==> config.mk <==
export PLATFORM = sky130hd
export DESIGN_NAME = hazard_stall_ctrl
export DESIGN_NICKNAME = d
export VERILOG_FILES = /design/src/rtl/hazard_stall_ctrl.sv
export SDC_FILE = /design/constraint.sdc
export NUM_CORES = 1
export LEC_CHECK = 0
export CORE_MARGIN = 3
export CORE_UTILIZATION = 27
export DETAILED_ROUTE_END_ITERATION = 6
export PLACE_DENSITY = 0.84
export SLEW_MARGIN = 15
export SYNTH_ARGS = -nofsm -noshare
export SYNTH_HDL_FRONTEND = slang
export SYNTH_SLANG_ARGS = --single-unit
==> constraint.sdc <==
create_clock -name clk -period 1.5 [get_ports clk]
set_input_delay 0.15 -clock clk [delete_from_list [all_inputs] [get_ports clk]]
set_output_delay 0.15 -clock clk [all_outputs]
set_load 0.05 [all_outputs]
==> src/rtl/hazard_stall_ctrl.sv <==
// hazard_stall_ctrl
//   Pipeline sequencing controller for the 5-stage RV32I core. It works
//   alongside the forwarding unit and covers what forwarding cannot:
//   load-use hazards, data-memory wait freezes (with timeout detection) and
//   the IF/ID + ID/EX flush for a taken branch or jump resolved in EX.
//
// Parameters
//   MEM_TIMEOUT  freeze cycles after which mem_timeout asserts (1..2^TO_W-1)
//   TO_W         width of the freeze-cycle counter
//   CNT_W        width of the performance counters
//
// Ports
//   clk, rst        rising-edge clock, synchronous active-high reset
//   inst_id         instruction held in IF/ID (decode stage)
//   inst_ex         instruction held in ID/EX (execute stage)
//   branch_taken    EX resolved a taken branch/JAL/JALR this cycle
//   mem_busy        data memory not ready; the whole pipeline must hold
//   pc_en           PC register load enable
//   if_id_en        IF/ID register enable
//   if_id_flush     IF/ID loads a NOP
//   id_ex_flush     ID/EX loads a bubble
//   ex_mem_en       EX/MEM and MEM/WB enable
//   load_use_stall  status: load-use stall active this cycle
//   mem_timeout     sticky: a freeze exceeded MEM_TIMEOUT cycles
//   stall_cnt       load-use stall cycles (performance counter build only)
//   flush_cnt       branch-flush events (performance counter build only)
//
// Build option
//   HAZARD_PERF_CNT_EN  when defined, stall_cnt/flush_cnt are real saturating
//                       counters; otherwise they are tied to zero.
//
// State  | meaning
// -------+-----------------------------------------------------------------
// RUN    | pipeline flowing; stall/flush decided per cycle
// FREEZE | data memory busy; everything held, taken branches remembered

module hazard_stall_ctrl #(
    parameter int MEM_TIMEOUT = 255,
    parameter int TO_W        = 8,
    parameter int CNT_W       = 16
) (
    input  logic             clk,
    input  logic             rst,
    input  logic [31:0]      inst_id,
    input  logic [31:0]      inst_ex,
    input  logic             branch_taken,
    input  logic             mem_busy,
    output logic             pc_en,
    output logic             if_id_en,
    output logic             if_id_flush,
    output logic             id_ex_flush,
    output logic             ex_mem_en,
    output logic             load_use_stall,
    output logic             mem_timeout,
    output logic [CNT_W-1:0] stall_cnt,
    output logic [CNT_W-1:0] flush_cnt
);

    typedef enum logic [0:0] {
        RUN    = 1'b0,
        FREEZE = 1'b1
    } state_t;

    localparam logic [TO_W-1:0] TO_LIM = TO_W'(MEM_TIMEOUT - 1);

    state_t          state_q, state_d;
    logic            flush_pend_q, flush_pend_d;
    logic [TO_W-1:0] wait_cnt_q, wait_cnt_d;
    logic            timeout_q, timeout_d;

    // ---------------------------------------------------------------
    // Load-use decode
    // ---------------------------------------------------------------
    logic [6:0] opc_id;
    logic [4:0] rd_ex;
    logic       ld_ex;
    logic       use_rs1;
    logic       use_rs2;
    logic       hazard;

    assign opc_id = inst_id[6:0];
    assign rd_ex  = inst_ex[11:7];
    // A load into x0 produces nothing to wait for.
    assign ld_ex  = (inst_ex[6:0] == 7'b0000011) && (rd_ex != 5'd0);

    always_comb begin
        use_rs1 = 1'b0;
        use_rs2 = 1'b0;
        case (opc_id)
            7'b0110011: begin use_rs1 = 1'b1; use_rs2 = 1'b1; end // R-type
            7'b0100011: begin use_rs1 = 1'b1; use_rs2 = 1'b1; end // store
            7'b1100011: begin use_rs1 = 1'b1; use_rs2 = 1'b1; end // branch
            7'b0010011: use_rs1 = 1'b1;                           // OP-IMM
            7'b0000011: use_rs1 = 1'b1;                           // load
            7'b1100111: use_rs1 = 1'b1;                           // JALR
            default:    ;                                         // U/J/unknown
        endcase
    end

    assign hazard = ld_ex &&
                    ((use_rs1 && (inst_id[19:15] == rd_ex)) ||
                     (use_rs2 && (inst_id[24:20] == rd_ex)));

    // Bits of the instruction words that play no part in hazard decode.
    logic unused_inst_bits;
    assign unused_inst_bits = ^{inst_id[31:25], inst_id[14:7], inst_ex[31:12]};

    // ---------------------------------------------------------------
    // Next-state and control outputs
    // ---------------------------------------------------------------
    logic do_freeze;
    logic do_flush;
    logic do_stall;

    always_comb begin
        state_d      = state_q;
        flush_pend_d = flush_pend_q;
        wait_cnt_d   = wait_cnt_q;
        timeout_d    = timeout_q;
        do_freeze    = 1'b0;
        do_flush     = 1'b0;
        do_stall     = 1'b0;

        case (state_q)
            RUN: begin
                if (mem_busy) begin
                    do_freeze    = 1'b1;
                    flush_pend_d = branch_taken;
                    state_d      = FREEZE;
                end else if (branch_taken) begin
                    do_flush = 1'b1;
                end else if (hazard) begin
                    do_stall = 1'b1;
                end
            end
            FREEZE: begin
                if (mem_busy) begin
                    do_freeze    = 1'b1;
                    flush_pend_d = flush_pend_q | branch_taken;
                    if (wait_cnt_q != {TO_W{1'b1}}) begin
                        wait_cnt_d = wait_cnt_q + 1'b1;
                    end
                    // Judge on the updated count so the flag rises at the end
                    // of the MEM_TIMEOUT-th busy cycle of the freeze.
                    if (wait_cnt_d >= TO_LIM) begin
                        timeout_d = 1'b1;
                    end
                end else begin
                    wait_cnt_d   = '0;
                    flush_pend_d = 1'b0;
                    state_d      = RUN;
                    if (flush_pend_q || branch_taken) begin
                        do_flush = 1'b1;
                    end else if (hazard) begin
                        do_stall = 1'b1;
                    end
                end
            end
            default: begin
                state_d = RUN;
            end
        endcase
    end

    always_comb begin
        pc_en          = 1'b1;
        if_id_en       = 1'b1;
        ex_mem_en      = 1'b1;
        if_id_flush    = 1'b0;
        id_ex_flush    = 1'b0;
        load_use_stall = 1'b0;

        if (rst) begin
            pc_en       = 1'b0;
            if_id_en    = 1'b0;
            ex_mem_en   = 1'b0;
            if_id_flush = 1'b1;
            id_ex_flush = 1'b1;
        end else if (do_freeze) begin
            pc_en     = 1'b0;
            if_id_en  = 1'b0;
            ex_mem_en = 1'b0;
        end else if (do_flush) begin
            if_id_flush = 1'b1;
            id_ex_flush = 1'b1;
        end else if (do_stall) begin
            // The bubble pushes the load on to MEM, so this lasts one cycle.
            pc_en          = 1'b0;
            if_id_en       = 1'b0;
            id_ex_flush    = 1'b1;
            load_use_stall = 1'b1;
        end
    end

    // ---------------------------------------------------------------
    // State registers
    // ---------------------------------------------------------------
    always_ff @(posedge clk) begin
        if (rst) begin
            state_q      <= RUN;
            flush_pend_q <= 1'b0;
            wait_cnt_q   <= '0;
            timeout_q    <= 1'b0;
        end else begin
            state_q      <= state_d;
            flush_pend_q <= flush_pend_d;
            wait_cnt_q   <= wait_cnt_d;
            timeout_q    <= timeout_d;
        end
    end

    assign mem_timeout = timeout_q;

    // ---------------------------------------------------------------
    // Performance counters
    // ---------------------------------------------------------------
`ifdef HAZARD_PERF_CNT_EN
    logic [CNT_W-1:0] stall_cnt_q;
    logic [CNT_W-1:0] flush_cnt_q;

    always_ff @(posedge clk) begin
        if (rst) begin
            stall_cnt_q <= '0;
            flush_cnt_q <= '0;
        end else begin
            if (load_use_stall && (stall_cnt_q != {CNT_W{1'b1}})) begin
                stall_cnt_q <= stall_cnt_q + 1'b1;
            end
            if (do_flush && (flush_cnt_q != {CNT_W{1'b1}})) begin
                flush_cnt_q <= flush_cnt_q + 1'b1;
            end
        end
    end

    assign stall_cnt = stall_cnt_q;
    assign flush_cnt = flush_cnt_q;
`else
    assign stall_cnt = '0;
    assign flush_cnt = '0;
`endif

endmodule
======== Yosys cells after proc, flatten, opt, wreduce, memory -nomap -nowiden ========
Index checks and enable logic that the tools add are counted.
storage, ports and cells
  flip-flop bits (word level) ............. 11
  output and inout bits ................... 39
  input port bits ......................... 68
  word-level logic and storage cells ...... 66
operators by class
  muxes and demuxes ....................... 37
  reduce and logical (&&, ||, !) cells .... 10
  bitwise gates (word level) .............. 2
  magnitude comparators ................... 1
  equal/unequal tests ..................... 11
  $add $sub $neg .......................... 1
operator list
  kind                   number
  $mux W8                4
  $mux W1                30
  $eq A7 B2 Y1 const B   2
  $eq A7 B6 Y1 const B   2
  $eq A7 B7 Y1 const B   2
  $eq A5 B5 Y1           2
  $add A8 B1 Y8 const B  1
  $ge A8 B8 Y1 const B   1
  $ne A8 B8 Y1 const B   1
  $eq A7 B5 Y1 const B   1
  $pmux W1 S2            3
  $reduce_or A6 Y1       1
  $reduce_bool A5 Y1     1
  $logic_and A1 B1 Y1    4
  $reduce_and A3 Y1      1
  $reduce_or A3 Y1       1
  $logic_or A1 B1 Y1     2
  $ne A2 B2 Y1 const B   1
  $not A1 Y1             1
  $or A1 B1 Y1           1

======== Depth between registers and ports, before layout ========
Gate-level depths: netlist (run 1).
  word-level depth ........................ 14
  depth in mapped cells ................... 6

======== Worst setup path after synthesis (run 1) ========
No wires, ideal clock.
  kind .................................... input -> output
  start point ............................. in mem_busy
  end point ............................... out pc_en
  path slack .............................. -0.519 ns
  data required time ...................... 1.350 ns
  cell stages on the path ................. 4
  data arrival time ....................... 1.869 ns
  cell sequence ........................... clkbuf_1 -> nor2_1 -> o21a_1 -> buf_4
on the way
  longest elaborated chain between the ends .. 6
  elaborated cells on any way between the ends .. 11
ends and longest elaborated chain
  item                        line      source
  from (decl)                 47        input logic mem_busy,
  $mux W1 (on tied branches)  137, 126
  $pmux W1 S2                 124       case (state_q)
  $mux W1 (2 in series)       --
  $mux W1 * (2 in series)     --
  to (decl)                   48        output logic pc_en,
Every way passes the cells marked *; elsewhere a longest branch is shown, timed or not.

======== Final worst setup path (run 1) ========
  start point ............................. in inst_ex[9]
  end point ............................... out if_id_en
on the way
  longest elaborated chain between the ends .. 12
  elaborated cells on any way between the ends .. 18
ends and longest elaborated chain
  item                                    line      source
  from (decl)                             45        input logic [31:0] inst_ex,
  $eq A5 B5 Y1 (on tied branches)         101, 102
  $logic_and A1 B1 Y1 (on tied branches)  101, 102
  $logic_or A1 B1 Y1                      101       ((use_rs1 && (inst_id[19:15] == rd_ex)) ||
  $logic_and A1 B1 Y1 *                   100       assign hazard = ld_ex &&
  $mux W1 *                               132, 154
  $mux W1 (on tied branches)              152, 130
  $mux W1 (on tied branches)              137, 126
  $pmux W1 S2 *                           124
  $mux W1 *                               186       end else if (do_stall) begin
  $mux W1 *                               183       end else if (do_flush) begin
  $mux W1 *                               179       end else if (do_freeze) begin
  $mux W1 *                               173       if (rst) begin
  to (decl)                               49        output logic if_id_en,
Marked as above.

==> results of run 1 <==
[worst reg2reg max path, cell delays in order (launching register included)]
cell      delay (ps)
dfxtp_1          480
nand4_2          200
mux2_2           320
a221oi_2         220
o31ai_1          100
[report_power, final]
| group | switching, mW | internal [mW] | leakage (nW) | total (mW) |
|---|---|---|---|---|
| combinational | 0.302 | 0.141 | 0.667 | 0.444 |
| clock | 0.116 | 0.187 | 0.0228 | 0.303 |
| sequential | 0.00530 | 0.298 | 0.0901 | 0.303 |
| total | 0.424 | 0.626 | 0.780 | 1.05 |
[registers in the layout (all words and copies together) (netlist names)]
name	count
flush_pend_q	1
mem_timeout	1
state_q	1
wait_cnt_q	8
[path summary, 6_finish.rpt]
| kind | cells after the start | slack [ps] | to |
|---|---|---|---|
| min | 3 | 380 | wait_cnt_q[1] |
| max | 6 | -130 | if_id_en |
| min reg2reg | 2 | 470 | mem_timeout |
| max reg2reg | 4 | 50 | mem_timeout |
[routing by layer]
metal / share of wire / wire length [um]
met5: 0 / 0
met4: 0.038 / 131
met3: 0.078 / 273
met2: 0.52 / 1820
met1: 0.36 / 1270
[synthesized netlist by cell type (3+ instances only)]
master,instances,share of area
nor2_1,7,0.024
nand2_1,7,0.024
nand3_1,3,0.014
a21oi_1,10,0.046
inv_1,3,0.010
clkbuf_1,3,0.010
dfxtp_1,11,0.20
o31ai_1,4,0.028
xor2_1,9,0.072
buf_4,34,0.23
a211oi_1,4,0.028
a22oi_1,3,0.021
nor4_1,3,0.017
o21bai_1,3,0.021
[logic make-up after synthesis]
logic type | Yosys count | share of synthesized area
compound gates | 34 | 0.222
xor+xnor | 11 | 0.0883
fa+ha+maj | 1 | 0.0115
buf+inv | 43 | 0.268
flops | 11 | 0.202
mux | 1 | 0.0103
other cells | 1 | 0.00344
simple gates | 36 | 0.194
[layout make-up]
| type | count | area, sq um | area share |
|---|---|---|---|
| clock buffer | 4 | 45.0 | 0.0259 |
| inverter | 3 | 11.3 | 0.00647 |
| multi-input combinational | 115 | 813 | 0.467 |
| sequential | 11 | 223 | 0.128 |
| tap | 48 | 60.1 | 0.0345 |
| timing repair buffer | 64 | 589 | 0.338 |
[through the flow]
step	hold WS [ps]	std cells
global placement	450	240
finish	384	245
global route	414	245
floorplan	229	169
detailed placement	458	240
CTS	473	244
[repair_timing]
action,4_1_cts,5_1_grt
setup buffers,0,1
endpoints found under the setup margin,5,12
pin swaps,14,11
resized for setup,57,16
==> flow_summary_export.csv, run 1 <==
group,metric,value,unit
global_route,top_usage_layer,"met2",
critical_path,crit_fanout,3,
logic_synthesis,yosys_warnings,0,
logic_synthesis,synth.distinct_cells,40,
timing,rsz0062_at_grt,"yes",
clock_network,clock_sinks,11,
timing,finalMaxSlewViolations,0,
floorplan,ioPinCount,107,
logic_synthesis,ys_ff_latch,11,
logic_synthesis,synth_edf_count,0,
power,powerDensity,603,nW/um^2
detailed_routing,routed_wl,3490,um
run_status,violations,"negative setup slack",
global_route,met3_usage,0.0188,
floorplan,start_util,0.289,
timing,period_share,1.09,
power,p_total,1.05,mW
timing,fin_ws,-135,ps
critical_path,crit_chain,"buf_6, or4_4, o221a_1, nand4_4, o21a_4, buf_12",
place,dp_hpwl,2540,um
timing,fin_crit,1630,ps
timing,fmax,0.612,GHz
cells_and_area,nNetsFinal,267,
min_path,min_path_type,"input port to register",
global_route,overflow,0,
place,place_congestion,0.905,
clock_network,cts_tree,"yes",
clock_network,clkLatencyLatePin,240,ps
logic_synthesis,synth_area_per_cell,7.91,sq um
timing,hold_violations,0,
logic_synthesis,syn-instance-count,138,
critical_path,crit_type,"input port to output pin",
critical_path,crit_buf_inv,2,
cells_and_area,n_fill_cell,348,
global_route,antenna_found_initial,0,
place,dp_slack,-498,ps
floorplan,dieArea,4840,sq um
global_route,grtUsageMet2,0.251,
timing,final.setup_skew,3.91,ps
critical_path,crit_arrival,1480,ps
cells_and_area,n_antenna_cell,0,
logic_synthesis,ys_seq_area_frac,0.202,
logic_synthesis,ys.flop_type,"dfxtp_1",
critical_path,cp.required,1350,ps
power,ir_worst_vdd,0.227,mV
detailed_routing,first_pass_iters,4,
cells_and_area,fin_util,0.462,
cells_and_area,syn2layout_area_growth,59.6,%
flow_run,maxCapViolations,0,
cells_and_area,drive_above_1_share,0.330,
global_route,grt_pass1_vias,1166,
critical_path,crit_path_top_delay_cell,"or4_4",
critical_path,startpoint,"inst_ex[9]",
floorplan,rows,22,
detailed_routing,drc,0,
clock_network,clkSlewWorstSetupHoldPaths,50,ps
critical_path,cp_top_family,"simple AND/OR/NAND/NOR gates",
cells_and_area,layout_common_cells,"conb_1 (32), buf_4 (26), dlygate4sd2_1 (17)",
cells_and_area,design_area,1740,sq um
run_status,status,"finished with violations",
timing,finalSetupViolations,4,
critical_path,rr_startpoint,"wait_cnt_q[2]",
clock_network,htreeDepth,1,
timing,tns,-415,ps
floorplan,core_area,3770,sq um
global_route,use_met1,0.160,
place,dpl_cell_area,1640,sq um
detailed_routing,vias,1207,
clock_network,clk_path_buf_depth,2,
clock_network,cts_buffers,3,
detailed_routing,drt_first_iter_violations,192,
global_route,grt_max_degree,15,
critical_path,worstSetupStartpointType,"input port",
critical_path,end_kind,"output pin",
power,p_leak,0.780,nW
place,io_buffers,39,
detailed_routing,avgRoutedWirePerCell,14.2,um
detailed_routing,postRouteAntennaNets,0,
logic_synthesis,synth_area,1090,sq um
global_route,track_usage,0.139,
clock_network,hold_buffers,0,
logic_synthesis,async_flop_share,0,
detailed_routing,vias_per_cell,4.93,
clock_network,cts_root_buffer,"clkbuf_8",
critical_path,cpPeakStageDelay,510,ps
floorplan,die_w,69.6,um
global_route,grt_pass1_wl,5510,um
min_path,hold_start,"rst",
cells_and_area,final_common_cell,"conb_1",
floorplan,die_y,69.6,um
Power figures use the tool's default switching activity.
==> run 2: changes to the inputs <==
--- a/config.mk
+++ b/config.mk
@@ -8,7 +8,7 @@
 export CORE_MARGIN = 3
 export CORE_UTILIZATION = 27
 export DETAILED_ROUTE_END_ITERATION = 6
-export PLACE_DENSITY = 0.84
+export PLACE_DENSITY = 0.85
 export SLEW_MARGIN = 15
 export SYNTH_ARGS = -nofsm -noshare
 export SYNTH_HDL_FRONTEND = slang
==> run 2 against run 1 <==
  * The run still ends with negative setup slack left
  * Global-route usage decreased by 0.74 points
  * Cell area increased by 6.0%
  * Critical path depth unchanged
  * Wire length increased by 4.7%
  * Flip-flop and latch count unchanged
  * Via count decreased by 0.75%
  * Cell count increased by 1.2%
  * Register-to-register slack improved by 20 ps
  * Worst setup slack improved by 18 ps
  * Clock skew decreased by 1.9 ps
  * Die area unchanged
  * First-iteration DRC count decreased by 24%
==> flow_summary_export.csv, run 2 (synthesized netlist as in run 1, its figures left out) <==
group,metric,value,unit
floorplan,start_util,0.289,
floorplan,rows,22,
timing,finalSetupViolations,4,
detailed_routing,first_pass_iters,4,
global_route,grt_pass1_vias,1134,
detailed_routing,drt_first_iter_violations,145,
timing,fin_ws,-117,ps
critical_path,ff2ff_path_depth,5,
cells_and_area,multiInputGateArea,886,sq um
place,place_congestion,0.861,
cells_and_area,n_antenna_cell,0,
critical_path,timing.rr.end,"mem_timeout",
power,p_total,1.09,mW
timing,hold_violations,0,
global_route,grt_max_degree,15,
cells_and_area,nNetsFinal,270,
global_route,track_usage,0.132,
timing,final.setup_skew,2.00,ps
global_route,grt_pass1_wl,5290,um
critical_path,timing.reg2reg.setup_slack,70,ps
global_route,met3_usage,0.0145,
detailed_routing,vias_per_cell,4.83,
power,ir_worst_vdd,0.301,mV
timing,fmax,0.619,GHz
clock_network,clk_path_buf_depth,2,
timing,period_share,1.08,
timing,tns,-387,ps
timing,holdWs,480,ps
detailed_routing,routed_wl,3660,um
critical_path,startpoint,"inst_ex[8]",
detailed_routing,vias,1198,
detailed_routing,drc,0,
clock_network,hold_buffers,0,
place,io_buffers,39,
global_route,use_met1,0.153,
cells_and_area,regMostFlops,"wait_cnt_q",
critical_path,crit_fanout,3,
critical_path,crit_end,"pc_en",
clock_network,htreeDepth,1,
flow_run,maxCapViolations,0,
cells_and_area,seqCellArea,223,sq um
cells_and_area,largest_register_ffs,8,
global_route,antenna_found_initial,0,
detailed_routing,postRouteAntennaNets,0,
timing,rsz0062_at_grt,"yes",
critical_path,end_kind,"output pin",
critical_path,cp.required,1350,ps
cells_and_area,design_area,1850,sq um
clock_network,clkLatencyLatePin,240,ps
cells_and_area,syn2layout_area_growth,69.2,%
place,dp_hpwl,2540,um
global_route,top_usage_layer,"met2",
power,p_leak,0.811,nW
global_route,overflow,0,
floorplan,die_y,69.6,um
clock_network,clock_sinks,11,
cells_and_area,layout_common_cells,"conb_1 (32), buf_4 (25), dlygate4sd2_1 (17)",
floorplan,core_area,3770,sq um
run_status,status,"finished with violations",
clock_network,cts_root_buffer,"clkbuf_8",
run_status,violations,"negative setup slack",
cells_and_area,drive_above_1_share,0.370,
detailed_routing,avgRoutedWirePerCell,14.7,um
critical_path,worstSetupStartpointType,"input port",
min_path,min_path_type,"register to register",
floorplan,die_w,69.6,um
critical_path,crit_arrival,1470,ps
clock_network,cts_tree,"yes",
floorplan,ioPinCount,107,
power,powerDensity,589,nW/um^2
floorplan,dieArea,4840,sq um
critical_path,rr_startpoint,"wait_cnt_q[1]",
timing,finalMaxSlewViolations,0,
cells_and_area,n_fill_cell,327,
critical_path,crit_type,"input port to output pin",
place,dpl_cell_area,1660,sq um
place,dp_slack,-562,ps
clock_network,cts_buffers,3,
global_route,grtUsageMet2,0.246,
timing,fin_crit,1620,ps
cells_and_area,final_common_cell,"conb_1",
clock_network,clkSlewWorstSetupHoldPaths,50,ps
[run 2: cell types whose count changed in the layout (fill, tap and decap cells not counted), moves of 2 or more]
cell / delta
buf_2: +2
buf_6: +3
clkdlybuf4s15_1: -2
nor4_4: +2
xor2_1: -3
xor2_4: +2
[run 2: cell type report]
cell class | count | area share
Tap cell | 48 | 0.0325
Timing Repair Buffer | 67 | 0.336
Multi-Input combinational cell | 115 | 0.480
Clock buffer | 4 | 0.0244
Inverter | 3 | 0.00610
Sequential cell | 11 | 0.121
[run 2: metrics by stage]
step	std cells	utilization
after detailed placement	242	0.440
after CTS	247	0.455
after floorplan	169	-
final	248	0.489
after global placement	242	0.440
after global routing	248	0.489
[run 2: repair_timing]
item                                    in CTS  in global routing
setup buffers                                1                  1
resized for setup                           69                 24
endpoints found under the setup margin       7                 11
pin swaps                                   19                 10
[run 2: where the power goes]
| part | internal (mW) | switching (mW) |
|---|---|---|
| sequential | 0.297 | 0.00625 |
| clock | 0.187 | 0.116 |
| combinational | 0.156 | 0.323 |
[run 2: how the worst min path moves through the flow]
| stage | start | end | slack [ps] | cells after the start |
|---|---|---|---|---|
| floorplan | rst | wait_cnt_q[3] | 230 | 1 |
| global placement | mem_timeout | mem_timeout | 460 | 2 |
| detailed placement | mem_timeout | mem_timeout | 480 | 2 |
| CTS | mem_timeout | mem_timeout | 490 | 2 |
| global route | mem_timeout | mem_timeout | 520 | 2 |
| finish | mem_timeout | mem_timeout | 480 | 2 |
[run 2: routing by layer]
layer / share of wire / up-vias / wire (um)
met5: 0 / - / 0
met4: 0.026 / 0 / 94
met3: 0.067 / 10 / 244
met2: 0.55 / 63 / 2000
met1: 0.36 / 563 / 1320
li1: - / 562 / -
[run 2: worst max-delay path, cell delays in order]
cell and delay, ps:
buf_8 100, or4_4 520, o221a_1 260, nand4_4 110, o21a_4 190, buf_12 140
